===== src/rtl/nem_ohmux_pkg.sv =====
// Shared types, timing defaults and helpers for the NEM one-hot mux select path.
package nem_ohmux_pkg;

    // Widest mux bank the onehot helper supports.
    localparam int unsigned NEM_MAX_N_IN = 32;
    localparam int unsigned NEM_IDX_W    = 5;

    // Default relay dwell times in clock cycles.
    localparam int unsigned NEM_T_BREAK = 4;
    localparam int unsigned NEM_T_MAKE  = 8;

    typedef enum logic [1:0] {
        ST_IDLE  = 2'd0,
        ST_BREAK = 2'd1,
        ST_MAKE  = 2'd2
    } state_t;

    // Binary index to one-hot vector; callers truncate to their bank width.
    function automatic logic [NEM_MAX_N_IN-1:0] onehot(input logic [NEM_IDX_W-1:0] idx);
        logic [NEM_MAX_N_IN-1:0] v;
        v      = '0;
        v[idx] = 1'b1;
        return v;
    endfunction

endpackage


===== src/rtl/nem_ohmux_sel_ctrl_dwell_timer.sv =====
// Loadable down-counter shared by the BREAK and MAKE relay dwells.
module nem_dwell_timer
    import nem_ohmux_pkg::*;
#(
    parameter int unsigned CNT_W = 8
) (
    input  logic             clk,
    input  logic             rst,
    input  logic             i_load,
    input  logic [CNT_W-1:0] i_load_val,
    input  logic             i_en,
    output logic             o_zero_c
);

    logic [CNT_W-1:0] r_cnt;

    // Load wins over decrement; the count parks at zero.
    always_ff @(posedge clk) begin
        if (rst) begin
            r_cnt <= '0;
        end else if (i_load) begin
            r_cnt <= i_load_val;
        end else if (i_en && (r_cnt != '0)) begin
            r_cnt <= r_cnt - CNT_W'(1);
        end
    end

    assign o_zero_c = (r_cnt == '0);

endmodule


===== src/rtl/nem_ohmux_sel_ctrl.sv =====
// Break-before-make select sequencer for the NEM one-hot inverting mux bank.
module nem_ohmux_sel_ctrl
    import nem_ohmux_pkg::*;
#(
    parameter int unsigned N_IN    = 4,
    parameter int unsigned SEL_W   = $clog2(N_IN),
    parameter int unsigned CNT_W   = 8,
    parameter int unsigned T_BREAK = NEM_T_BREAK,
    parameter int unsigned T_MAKE  = NEM_T_MAKE
) (
    input  logic             clk,
    input  logic             rst,
    input  logic             req_valid,
    output logic             req_ready,
    input  logic [SEL_W-1:0] req_sel,
    input  logic             req_off,
    output logic [N_IN-1:0]  S,
    output logic [SEL_W-1:0] cur_sel,
    output logic             sel_valid,
    output logic             busy,
    output logic             done
);

    localparam int unsigned      SEL_W1      = SEL_W + 1;
    localparam logic [CNT_W-1:0] LP_BREAK_LD = CNT_W'(T_BREAK - 1);
    localparam logic [CNT_W-1:0] LP_MAKE_LD  = CNT_W'(T_MAKE - 1);

    state_t           r_state, w_state_nxt;
    logic [N_IN-1:0]  r_s, w_s_nxt;
    logic [SEL_W-1:0] r_cur_sel, w_cur_sel_nxt;
    logic [SEL_W-1:0] r_target, w_target_nxt;
    logic             r_target_off, w_target_off_nxt;
    logic             r_sel_valid, w_sel_valid_nxt;
    logic             r_busy, w_busy_nxt;
    logic             r_done, w_done_nxt;

    logic             w_req_off;
    logic             w_noop;
    logic             w_tmr_load;
    logic [CNT_W-1:0] w_tmr_load_val;
    logic             w_tmr_en;
    logic             w_tmr_zero;

    // An index past the last input can only mean "nothing selected".
    assign w_req_off = req_off || ({1'b0, req_sel} >= SEL_W1'(N_IN));
    assign w_noop    = !w_req_off && (req_sel == r_cur_sel) && r_sel_valid;
    assign req_ready = (r_state == ST_IDLE);

    nem_dwell_timer #(
        .CNT_W (CNT_W)
    ) u_dwell (
        .clk        (clk),
        .rst        (rst),
        .i_load     (w_tmr_load),
        .i_load_val (w_tmr_load_val),
        .i_en       (w_tmr_en),
        .o_zero_c   (w_tmr_zero)
    );

    // Next-state and next-output decode for the IDLE/BREAK/MAKE sequence.
    always_comb begin
        w_state_nxt      = r_state;
        w_s_nxt          = r_s;
        w_cur_sel_nxt    = r_cur_sel;
        w_target_nxt     = r_target;
        w_target_off_nxt = r_target_off;
        w_sel_valid_nxt  = r_sel_valid;
        w_busy_nxt       = r_busy;
        w_done_nxt       = 1'b0;
        w_tmr_load       = 1'b0;
        w_tmr_load_val   = LP_BREAK_LD;
        w_tmr_en         = 1'b0;

        case (r_state)
            ST_IDLE: begin
                if (req_valid) begin
                    if (w_noop) begin
                        w_done_nxt = 1'b1;
                    end else begin
                        // Release every relay first, even if S is already zero.
                        w_s_nxt          = '0;
                        w_sel_valid_nxt  = 1'b0;
                        w_busy_nxt       = 1'b1;
                        w_tmr_load       = 1'b1;
                        w_tmr_load_val   = LP_BREAK_LD;
                        w_target_nxt     = req_sel;
                        w_target_off_nxt = w_req_off;
                        w_state_nxt      = ST_BREAK;
                    end
                end
            end
            ST_BREAK: begin
                w_tmr_en = 1'b1;
                if (w_tmr_zero) begin
                    if (r_target_off) begin
                        w_state_nxt     = ST_IDLE;
                        w_busy_nxt      = 1'b0;
                        w_done_nxt      = 1'b1;
                        w_sel_valid_nxt = 1'b0;
                    end else begin
                        w_s_nxt        = N_IN'(onehot(NEM_IDX_W'(r_target)));
                        w_cur_sel_nxt  = r_target;
                        w_tmr_load     = 1'b1;
                        w_tmr_load_val = LP_MAKE_LD;
                        w_state_nxt    = ST_MAKE;
                    end
                end
            end
            ST_MAKE: begin
                w_tmr_en = 1'b1;
                if (w_tmr_zero) begin
                    w_state_nxt     = ST_IDLE;
                    w_busy_nxt      = 1'b0;
                    w_sel_valid_nxt = 1'b1;
                    w_done_nxt      = 1'b1;
                end
            end
            default: begin
                w_state_nxt = ST_IDLE;
            end
        endcase
    end

    // State and registered outputs; reset abandons any dwell in progress.
    always_ff @(posedge clk) begin
        if (rst) begin
            r_state      <= ST_IDLE;
            r_s          <= '0;
            r_cur_sel    <= '0;
            r_target     <= '0;
            r_target_off <= 1'b0;
            r_sel_valid  <= 1'b0;
            r_busy       <= 1'b0;
            r_done       <= 1'b0;
        end else begin
            r_state      <= w_state_nxt;
            r_s          <= w_s_nxt;
            r_cur_sel    <= w_cur_sel_nxt;
            r_target     <= w_target_nxt;
            r_target_off <= w_target_off_nxt;
            r_sel_valid  <= w_sel_valid_nxt;
            r_busy       <= w_busy_nxt;
            r_done       <= w_done_nxt;
        end
    end

    assign S         = r_s;
    assign cur_sel   = r_cur_sel;
    assign sel_valid = r_sel_valid;
    assign busy      = r_busy;
    assign done      = r_done;

endmodule


===== config.mk =====
export PLATFORM = sky130hd
export DESIGN_NAME = nem_ohmux_sel_ctrl
export DESIGN_NICKNAME = d
export VERILOG_FILES = /design/src/rtl/nem_ohmux_pkg.sv /design/src/rtl/nem_ohmux_sel_ctrl_dwell_timer.sv /design/src/rtl/nem_ohmux_sel_ctrl.sv
export SDC_FILE = /design/constraint.sdc
export NUM_CORES = 1
export LEC_CHECK = 0
export BUFFER_PORTS_ARGS = -buffer_cell sky130_fd_sc_hd__buf_2
export CAP_MARGIN = 20
export CORE_ASPECT_RATIO = 0.5
export CORE_UTILIZATION = 51
export DETAILED_ROUTE_END_ITERATION = 6
export PLACE_DENSITY_LB_ADDON = 0.12
export SETUP_SLACK_MARGIN = 0.3
export SLEW_MARGIN = 20
export SYNTH_ARGS = -nofsm -noshare
export SYNTH_HDL_FRONTEND = slang
export SYNTH_HIERARCHICAL = 1
export SYNTH_SLANG_ARGS = --single-unit

===== constraint.sdc =====
create_clock -name clk -period 2.7 [get_ports clk]
set_clock_uncertainty 0.15 [all_clocks]
set_input_delay 0 -clock clk [delete_from_list [all_inputs] [get_ports clk]]
set_output_delay 0 -clock clk [all_outputs]
set_load 0.01 [all_outputs]

**After elaboration in Yosys (flattened, before gate mapping)**

Cells that the tools add are included.
W data, S select, Z words.

- Bits in registers: 22
- Input port bits: 6
- Output and inout port bits: 10
- Logic and storage cells: 80

- $add $sub $neg: 1
- Order comparisons: 2
- Equal/unequal tests: 9
- Mux-type cells: 40
- Bitwise gates (word level): 2
- Reduce and logical (&&, ||, !) cells: 17

Operators by type and width:

| kind | count |
|---|---|
| $mux W1 | 19 |
| $mux W4 | 4 |
| $mux W8 | 2 |
| $mux W2 | 5 |
| $mux W3 | 3 |
| $pmux W1 S3 | 3 |
| $logic_not A8 Y1 | 1 |
| $ne A2 B2 Y1 const B | 4 |
| $pmux W4 S2 | 1 |
| $reduce_bool A8 Y1 | 1 |
| $sub A8 B1 Y8 const B | 1 |
| $lt A2 B6 Y1 const B | 1 |
| $pmux W2 S3 | 1 |
| $reduce_and A3 Y1 | 2 |
| $reduce_and A6 Y1 | 1 |
| $reduce_and A5 Y1 | 1 |
| $logic_and A1 B1 Y1 | 4 |
| $ne A2 B1 Y1 const B | 2 |
| $reduce_and A4 Y1 | 1 |
| $reduce_bool A2 Y1 | 2 |
| $reduce_bool A3 Y1 | 1 |
| $demux W1 S2 | 1 |
| $eq A2 B1 Y1 const B | 1 |
| $eq A2 B2 Y1 | 1 |
| 7 further kinds | 8 |

**Longest topological paths before layout**

Gate-level depths: netlist (run 1).

- Depth in word-level cells: 7
- Gate-level depth with buffers: 11
- Mapped depth without buffers: 10

**By module**

The synthesis (run 1) kept the hierarchy.

Modules (own cells, without submodules):

| module | times used | cells an instance | area each (µm²) | seq. area each (µm²) |
|---|---|---|---|---|
| nem_ohmux_sel_ctrl | 1 | 83 | 808.3 | 280.3 |
| nem_dwell_timer | 1 | 59 | 515.5 | 160.2 |

**Worst setup path before layout (run 1)**

OpenSTA, ideal clock, no wires.

- Kind: register -> register
- Start: reg u_dwell.r_cnt[2]
- End: reg u_dwell.r_cnt[1]
- Library setup time: 0.134 ns
- Data arrival time: 2.373 ns
- Slack: 0.043 ns
- Stages on the path, launching flop included: 10
- Period minus slack after synthesis: 2.657 ns
- Cells stage by stage: dfxtp_1 or4_4 nor4_1 nand3b_2 inv_2 or2_1 clkbuf_1 clkinv_1 nand4b_1 o211ai_1

- Word-level cells in the longest chain between the ends: 4
- Elaborated cells between the ends (all ways): 9
- Classes of those cells: mux: 5; reduce/logical: 4

RTL lines:

| what | line | text |
|---|---|---|
| start, declared | nem_ohmux_sel_ctrl_dwell_timer.sv:15 | `logic [CNT_W-1:0] r_cnt;` |
| start signal, assigned | nem_ohmux_sel_ctrl_dwell_timer.sv:22 | `r_cnt <= i_load_val;` |
| start signal, assigned | nem_ohmux_sel_ctrl_dwell_timer.sv:24 | `r_cnt <= r_cnt - CNT_W'(1);` |
| $logic_not A8 Y1 * | nem_ohmux_sel_ctrl_dwell_timer.sv:28 | `assign o_zero_c = (r_cnt == '0);` |
| net w_tmr_zero | nem_ohmux_sel_ctrl.sv:42 | `logic w_tmr_zero;` |
| $mux W1 * | nem_ohmux_sel_ctrl.sv:94 | `if (w_tmr_zero) begin` |
| $pmux W1 S2 * | nem_ohmux_sel_ctrl.sv:74 | `case (r_state)` |
| net w_tmr_load | nem_ohmux_sel_ctrl.sv:39 | `logic w_tmr_load;` |
| $mux W8 or $reduce_bool A2 Y1 (tied branches) | n/a |  |

Mark *: on every way through the listed nets, which the timed path passes. The rest lies on a longest branch.
A chain may end at the register's enable or synchronous reset.

**Worst setup path after layout (run 1)**

- Start: reg u_dwell.r_cnt[0]
- End: reg u_dwell.r_cnt[1]

Same word-level chain as after synthesis.

==> flow_summary_export.csv, run 1 <==
group,metric,value,unit
routing,vias_per_cell,5.22,
setup_path,rrSetupSlack,390,ps
min_path,hold_class,"primary input to register",
floorplan,ios,16,
setup_path,path_max_fanout,11,
timing,whs,30.3,ps
clock_network,cts_buffer_depth,2,
final_layout,final_common_cell,"dfxtp_1",
min_path,hp-start,"rst",
final_layout,fin_nets,178,
clock_network,root_buffer,"clkbuf_8",
final_layout,seqCellArea,443,µm²
logic_synthesis,yosys_warnings,6,
final_layout,area_growth,18.7,%
clock_network,numCtsBuffers,3,
global_route,track_usage,22.5,%
logic_synthesis,seq_area_frac_synth,33.3,%
power_and_ir_drop,ir_drop,563,µV
min_path,hold_depth,2,
global_route,grt_pass1_wl,4580,µm
global_route,grt_pass1_vias,937,
run_status,status,"finished clean",
timing,min_period,2310,ps
logic_synthesis,syn-instance-count,142,
power_and_ir_drop,p_leak,0.669,nW
setup_path,worst-r2r-cell-count,9,
placement,port_buffers,15,
timing,setup_ws,386,ps
routing,routedWlPerCell,13.6,µm
routing,dr.first_iter.drc_count,40,
routing,totalWireLength,2720,µm
job,maxCapViolCount,0,
setup_path,r2r-start,"u_dwell/r_cnt[0]$_SDFFE_PP0P_",
placement,placed_cell_area,1450,µm²
setup_path,rr_endpoint,"u_dwell/r_cnt[1]$_SDFFE_PP0P_",
clock_network,clock_latency,260,ps
final_layout,final_area,1570,µm²
min_path,holdPathEnd,"r_target_off$_SDFFE_PP0P_",
clock_network,clkTransAtPathRegs,80,ps
setup_path,startpoint_type,"register",
routing,firstDrtPassIters,4,
final_layout,drive_gt1_share,27.9,%
final_layout,final_cell_mix,"dfxtp_1 (20), buf_2 (15), nor2_1 (13)",
placement,gp_congestion,0.843,
timing,grt_setup_unrepaired,"false",
floorplan,rows,12,
floorplan,dieArea,2820,µm²
global_route,gr-total-overflow,0,
clock_network,cts_max_level,1,
logic_synthesis,synth.distinct_cells,47,
placement,post-dp-hpwl,1970,µm
setup_path,required,2730,ps
floorplan,start_util,56.9,%
routing,vias,1044,
clock_network,cts_tree,"done",
placement,dp_slack,143,ps
setup_path,end_kind,"register",
timing,setup_viol,0,
timing,timing_hold_violations_final,0,
timing,fmax,0.432,GHz
logic_synthesis,synth_area,1320,µm²
clock_network,post_cts_buffers,0,
logic_synthesis,ys_ff_latch,22,
setup_path,path_class,"register to register",
global_route,grt_max_degree,30,
clock_network,cts.sinks,22,
timing,fin_tns_setup,0,ps
floorplan,die_y,38.0,µm
final_layout,multi_input_area,888,µm²
setup_path,critPathArrivalTime,2350,ps
routing,drc,0,
final_layout,n_fill_cell,184,
final_layout,antennaDiodeCount,0,
floorplan,die_x,74.1,µm
power_and_ir_drop,power_density,1080,nW/µm²
timing,slew_viol_final,0,
floorplan,core-area,2330,µm²
global_route,antenna_found_initial,0,
logic_synthesis,avgSynthCellArea,9.32,µm²
routing,ant_nets,0,
timing,period_share,85.7,%
routing by layer:
metal  global-route usage (%)  wire (µm)
met5                        0          0
met4                     5.29         16
met3                     6.32         91
met2                     35.5       1220
met1                     30.6       1400
how the worst max path moves through the flow:
stage,start,to,slack [ps],cells after the start
after floorplan,u_dwell/r_cnt[2]$_SDFFE_PP0P_,u_dwell/r_cnt[1]$_SDFFE_PP0P_,420,9
after global placement,u_dwell/r_cnt[2]$_SDFFE_PP0P_,u_dwell/r_cnt[6]$_SDFFE_PP0P_,210,7
after detailed placement,u_dwell/r_cnt[2]$_SDFFE_PP0P_,u_dwell/r_cnt[1]$_SDFFE_PP0P_,140,8
after CTS,u_dwell/r_cnt[2]$_SDFFE_PP0P_,u_dwell/r_cnt[1]$_SDFFE_PP0P_,320,8
after global routing,r_state[0]$_SDFFE_PP0P_,u_dwell/r_cnt[1]$_SDFFE_PP0P_,310,7
final,u_dwell/r_cnt[0]$_SDFFE_PP0P_,u_dwell/r_cnt[1]$_SDFFE_PP0P_,390,9
report_power, final:
part           internal, mW  switching [mW]  leakage (nW)  total, mW
clock                 0.130           0.104        0.0288      0.234
sequential            0.417           0.106         0.181      0.524
combinational         0.426           0.516         0.460      0.941
total                 0.973           0.726         0.669       1.70
final cells by class:
cell class | instances | area share [%]
clock buffers | 4 | 3.50
inverters | 9 | 2.31
multi-input cells | 112 | 56.5
flip-flops and latches | 22 | 28.2
well taps | 35 | 2.79
repair buffers | 18 | 6.69
cells by family after synthesis:
kind of cell | after synthesis | synth area share, %
adders and majority gates | 6 | 5.67
other | 2 | 0.567
xor gates and xnor gates | 5 | 4.44
and+or+nand+nor | 58 | 28.0
buffers and inverters | 13 | 3.69
AOI/OAI and AO/OA | 26 | 16.1
DFF | 22 | 33.3
muxes | 10 | 8.32
metrics by stage:
stage	util [%]	power, mW	std cells
CTS	66.2	1.66	200
floorplan	-	1.23	147
global route	67.5	1.82	200
global placement	62.5	1.38	193
detailed placement	62.5	1.40	193
finish	67.5	1.70	200
registers in the layout, indices dropped and copies added (netlist names):
name           cells
r_state            2
u_dwell/r_cnt      8
r_target           2
r_target_off       1
busy               1
sel_valid          1
cur_sel            2
S                  4
done               1
critical path: stages, from the launching register on:
cell and delay [ps]:
dfxtp_2 350, inv_1 80, ha_1 230, inv_2 120, nor4_4 60, nand3b_4 110
inv_2 60, or2_4 300, or4_2 670, o211ai_1 100
Yosys cell counts, drive strengths merged:
library cell | instances | area, µm²
ha | 6 | 75.1
clkbuf | 3 | 11.3
mux2i | 8 | 80.1
mux2 | 2 | 30.0
o211ai | 1 | 7.51
a21o | 1 | 7.51
nand3b | 1 | 11.3
o31ai | 1 | 7.51
nor3b | 3 | 22.5
a311oi | 2 | 17.5
clkinv | 1 | 3.75
nor4 | 1 | 6.26
nand2 | 9 | 33.8
buf | 1 | 3.75
nor2b | 3 | 18.8
a2bb2oi | 1 | 8.76
a211oi | 3 | 27.5
or4 | 5 | 43.8
nand4 | 1 | 21.3
and2b | 1 | 7.51
nor2 | 13 | 48.8
o21ai | 4 | 23.8
a31oi | 1 | 21.3
nand2b | 7 | 43.8
nor3 | 3 | 15.0
xnor2 | 5 | 58.8
conb | 2 | 7.51
o21a | 2 | 15.0
or3 | 2 | 15.0
a211o | 1 | 8.76
a21oi | 8 | 40.0
dfxtp | 22 | 440
inv | 8 | 30.0
or3b | 2 | 17.5
or2 | 1 | 6.26
nand3 | 3 | 32.5
nand4b | 3 | 26.3
o41ai | 1 | 27.5
what timing repair did:
action,4_1_cts,5_1_grt
gates cloned,0,0
resized for setup,2,7
setup endpoints to repair,7,7
hold buffers,3,0
hold endpoints to repair,3,0
pin swaps,0,2
Note: power is estimated with default switching activity, not from simulation.
==> run 2: changes to the inputs <==
Settings changed: CORE_ASPECT_RATIO 0.5 to unset, CORE_UTILIZATION 51 to 56, SYNTH_HIERARCHICAL 1 to unset.
Clock period 2.7 ns to 2.2 ns, I/O delays scaled along.
==> run 2 against run 1 <==
  * Area after synthesis is 6.9% lower
  * Clock power hardly changed
  * Highest routed layer unchanged
  * Critical path type unchanged
  * Count of clock-buffer cells in the layout stayed put
==> flow_summary_export.csv, run 2 <==
group,metric,value,unit
run_status,status,"finished clean",
global_route,gr-total-overflow,0,
floorplan,die_y,48.9,µm
placement,dp_slack,65.1,ps
final_layout,fin_nets,177,
setup_path,rrSetupSlack,80,ps
clock_network,cts_max_level,1,
setup_path,r2r-start,"u_dwell.r_cnt[3]$_SDFFE_PP0P_",
floorplan,rows,16,
global_route,grt_max_degree,24,
timing,fmax,0.471,GHz
clock_network,clock_latency,320,ps
final_layout,n_fill_cell,147,
final_layout,area_growth,28.0,%
clock_network,cts_tree,"done",
final_layout,largest_reg_flops,8,
power_and_ir_drop,power_frac_clock,14.3,%
timing,min_period,2120,ps
placement,port_buffers,15,
global_route,grt_pass1_wl,4700,µm
routing,firstDrtPassIters,4,
setup_path,crit_top_cell,"or4_4",
setup_path,startpoint_type,"register",
logic_synthesis,synth_most_common_cell,"dfxtp_1",
floorplan,ios,16,
routing,dr.first_iter.drc_count,8,
floorplan,dieArea,2390,µm²
floorplan,start_util,61.0,%
logic_synthesis,yosysTopAreaCellShare,35.7,%
setup_path,worst-r2r-cell-count,4,
power_and_ir_drop,switching_share,38.7,%
min_path,hold_class,"primary input to register",
logic_synthesis,async_flop_share,0,%
setup_path,worstPathCellList,"or4_4 > or4_4 > a21oi_4 > mux2_1",
clock_network,numCtsBuffers,3,
logic_synthesis,synth_area,1230,µm²
logic_synthesis,seq_area_frac_synth,35.7,%
timing,whs,206,ps
logic_synthesis,syn-instance-count,133,
power_and_ir_drop,intPower,0.995,mW
final_layout,drive_gt1_share,33.5,%
timing,worstMarginPinSlew,470,ps
logic_synthesis,ys_ff_latch,22,
power_and_ir_drop,power_density,1030,nW/µm²
final_layout,final_cell_mix,"dfxtp_1 (18), buf_2 (15), nor2_1 (14), buf_4 (11)",
setup_path,critPathSlowestCell,"or4_4",
setup_path,critPathMaxStageDelay,570,ps
setup_path,path_class,"register to register",
placement,dp_cells,175,
setup_path,required,2270,ps
routing,vias,1083,
logic_synthesis,synth.distinct_cells,36,
floorplan,die_x,48.9,µm
final_layout,largest_register,"u_dwell.r_cnt",
routing,ant_nets,0,
final_layout,final_common_cell,"dfxtp_1",
setup_path,critPathArrivalTime,2190,ps
power_and_ir_drop,p_leak,0.645,nW
routing,routedWlPerCell,15.3,µm
setup_path,rr_endpoint,"S[0]$_SDFFE_PP0P_",
power_and_ir_drop,power.switching,0.629,mW
setup_path,crit_start,"u_dwell.r_cnt[3]$_SDFFE_PP0P_",
logic_synthesis,yosys_warnings,0,
power_and_ir_drop,pwr-share-comb,52.6,%
logic_synthesis,synth_common_cells,"dfxtp_1 (22), nor2_1 (14), nand2b_1 (12), nand2_1 (9), a21oi_1 (8)",
setup_path,path_max_fanout,5,
global_route,track_usage,25.5,%
clock_network,cts.sinks,22,
logic_synthesis,synth_edf_count,0,
clock_network,clkTransAtPathRegs,120,ps
routing,vias_per_cell,5.67,
final_layout,final_area,1580,µm²
timing,maxSlewHeadroom,68.3,%
logic_synthesis,synth_top_area_cell,"dfxtp_1",
logic_synthesis,synth_area_leaders,"dfxtp_1 (36%), ha_1 (6.1%), nand2b_1 (6.1%)",
final_layout,fin_cells,191,
global_route,grt_pass1_vias,1068,
setup_path,end_kind,"register",
setup_path,crit_path_end,"S[0]$_SDFFE_PP0P_",
timing,setup_viol,0,
timing,fin_tns_setup,0,ps
floorplan,core-area,2020,µm²
clock_network,root_buffer,"clkbuf_4",
timing,grt_setup_unrepaired,"true",
routing,totalWireLength,2920,µm
power_and_ir_drop,p_seq_share,33.1,%
timing,setup_ws,76.2,ps
clock_network,cts_buffer_depth,2,
timing,timing_hold_violations_final,0,
placement,post-dp-hpwl,1870,µm
final_layout,antennaDiodeCount,0,
global_route,antenna_found_initial,0,
timing,period_share,96.5,%
job,maxCapViolCount,0,
routing,drc,0,
power_and_ir_drop,ir_drop,906,µV
timing,slew_viol_final,0,
placement,gp_congestion,0.796,
placement,placed_cell_area,1370,µm²
logic_synthesis,avgSynthCellArea,9.27,µm²
logic_synthesis,synthFlopType,"dfxtp_1",
logic_synthesis,syn_nets,145,
## run 2: cell count changes in the layout (fill, tap and decap cells not counted), sizes merged, moves of 3 or more
cell / before / now
nand2b: 7 / 12
conb: 7 / 0
buf: 15 / 28
xor2: 0 / 6
nand3: 3 / 0
xnor2: 5 / 0
a211oi: 3 / 0
nor4: 1 / 4
or4: 5 / 2
inv: 9 / 4
## run 2: how the worst min path moves through the flow
stage	cells after the start	slack, ps	startpoint	end
2_1_floorplan	2	-3	req_sel[0]	r_target[0]$_SDFFE_PP0P_
3_3_place_gp	3	110	req_sel[0]	r_target[0]$_SDFFE_PP0P_
3_5_place_dp	3	130	req_sel[0]	r_target[0]$_SDFFE_PP0P_
4_1_cts	5	210	req_sel[0]	done$_SDFF_PP0_
5_1_grt	5	290	req_sel[0]	done$_SDFF_PP0_
6_report	5	210	req_sel[0]	done$_SDFF_PP0_
## run 2: timing repair
| action | in CTS | in global routing |
|---|---|---|
| endpoints found under the hold margin | 10 | 0 |
| hold buffers | 5 | 0 |
| gates resized for setup | 5 | 12 |
| setup endpoints to repair | 11 | 17 |
| setup buffers | 6 | 1 |
| pin swaps | 0 | 2 |
## run 2: cell families (layout without fill, tap and decap cells)
| kind of cell | Yosys count | after routing | share of synthesized area, % |
|---|---|---|---|
| simple gates | 58 | 58 | 28.4 |
| compound gates | 21 | 21 | 13.4 |
| xor+xnor | 6 | 6 | 4.26 |
| flops | 22 | 22 | 35.7 |
| fa+ha+maj | 6 | 6 | 6.09 |
| buf+inv | 10 | 41 | 3.65 |
| mux | 10 | 10 | 8.43 |
## run 2: layout make-up
class                      instances  area (µm²)  share of cell area, %
clock buffer                       4        36.3                   2.30
timing repair buffer              33         230                   14.6
tap                               27        33.8                   2.14
inverter                           4        15.0                  0.952
multi-input combinational        101         815                   51.6
sequential                        22         448                   28.4
## run 2: critical path, delay by kind of cell, from the launching register on
kind	cells	cell delay, ps
flip-flops	1	350
AO/OA/AOI/OAI	1	170
multiplexers	1	320
AND/OR/NAND/NOR	2	1030
## run 2: routing by layer
layer | global-route usage, % | wire length [µm]
met1 | 29.2 | 1270
met3 | 5.92 | 87
met5 | 0 | 0
met4 | 7.84 | 48
met2 | 46.5 | 1510
## run 2: power by group through the flow
| stage | Combinational (mW) | Clock (mW) | Sequential [mW] |
|---|---|---|---|
| after floorplan | 0.546 | 0 | 0.517 |
| after global placement | 0.684 | 0 | 0.532 |
| after detailed placement | 0.697 | 0 | 0.536 |
| after CTS | 0.766 | 0.233 | 0.529 |
| after global routing | 0.921 | 0.246 | 0.545 |
| final | 0.854 | 0.232 | 0.538 |
## run 2: per-stage QoR
step / util [%] / power [mW]
floorplan: - / 1.06
global placement: 67.8 / 1.22
detailed placement: 67.8 / 1.23
CTS: 75.0 / 1.53
global route: 78.0 / 1.71
finish: 78.0 / 1.62
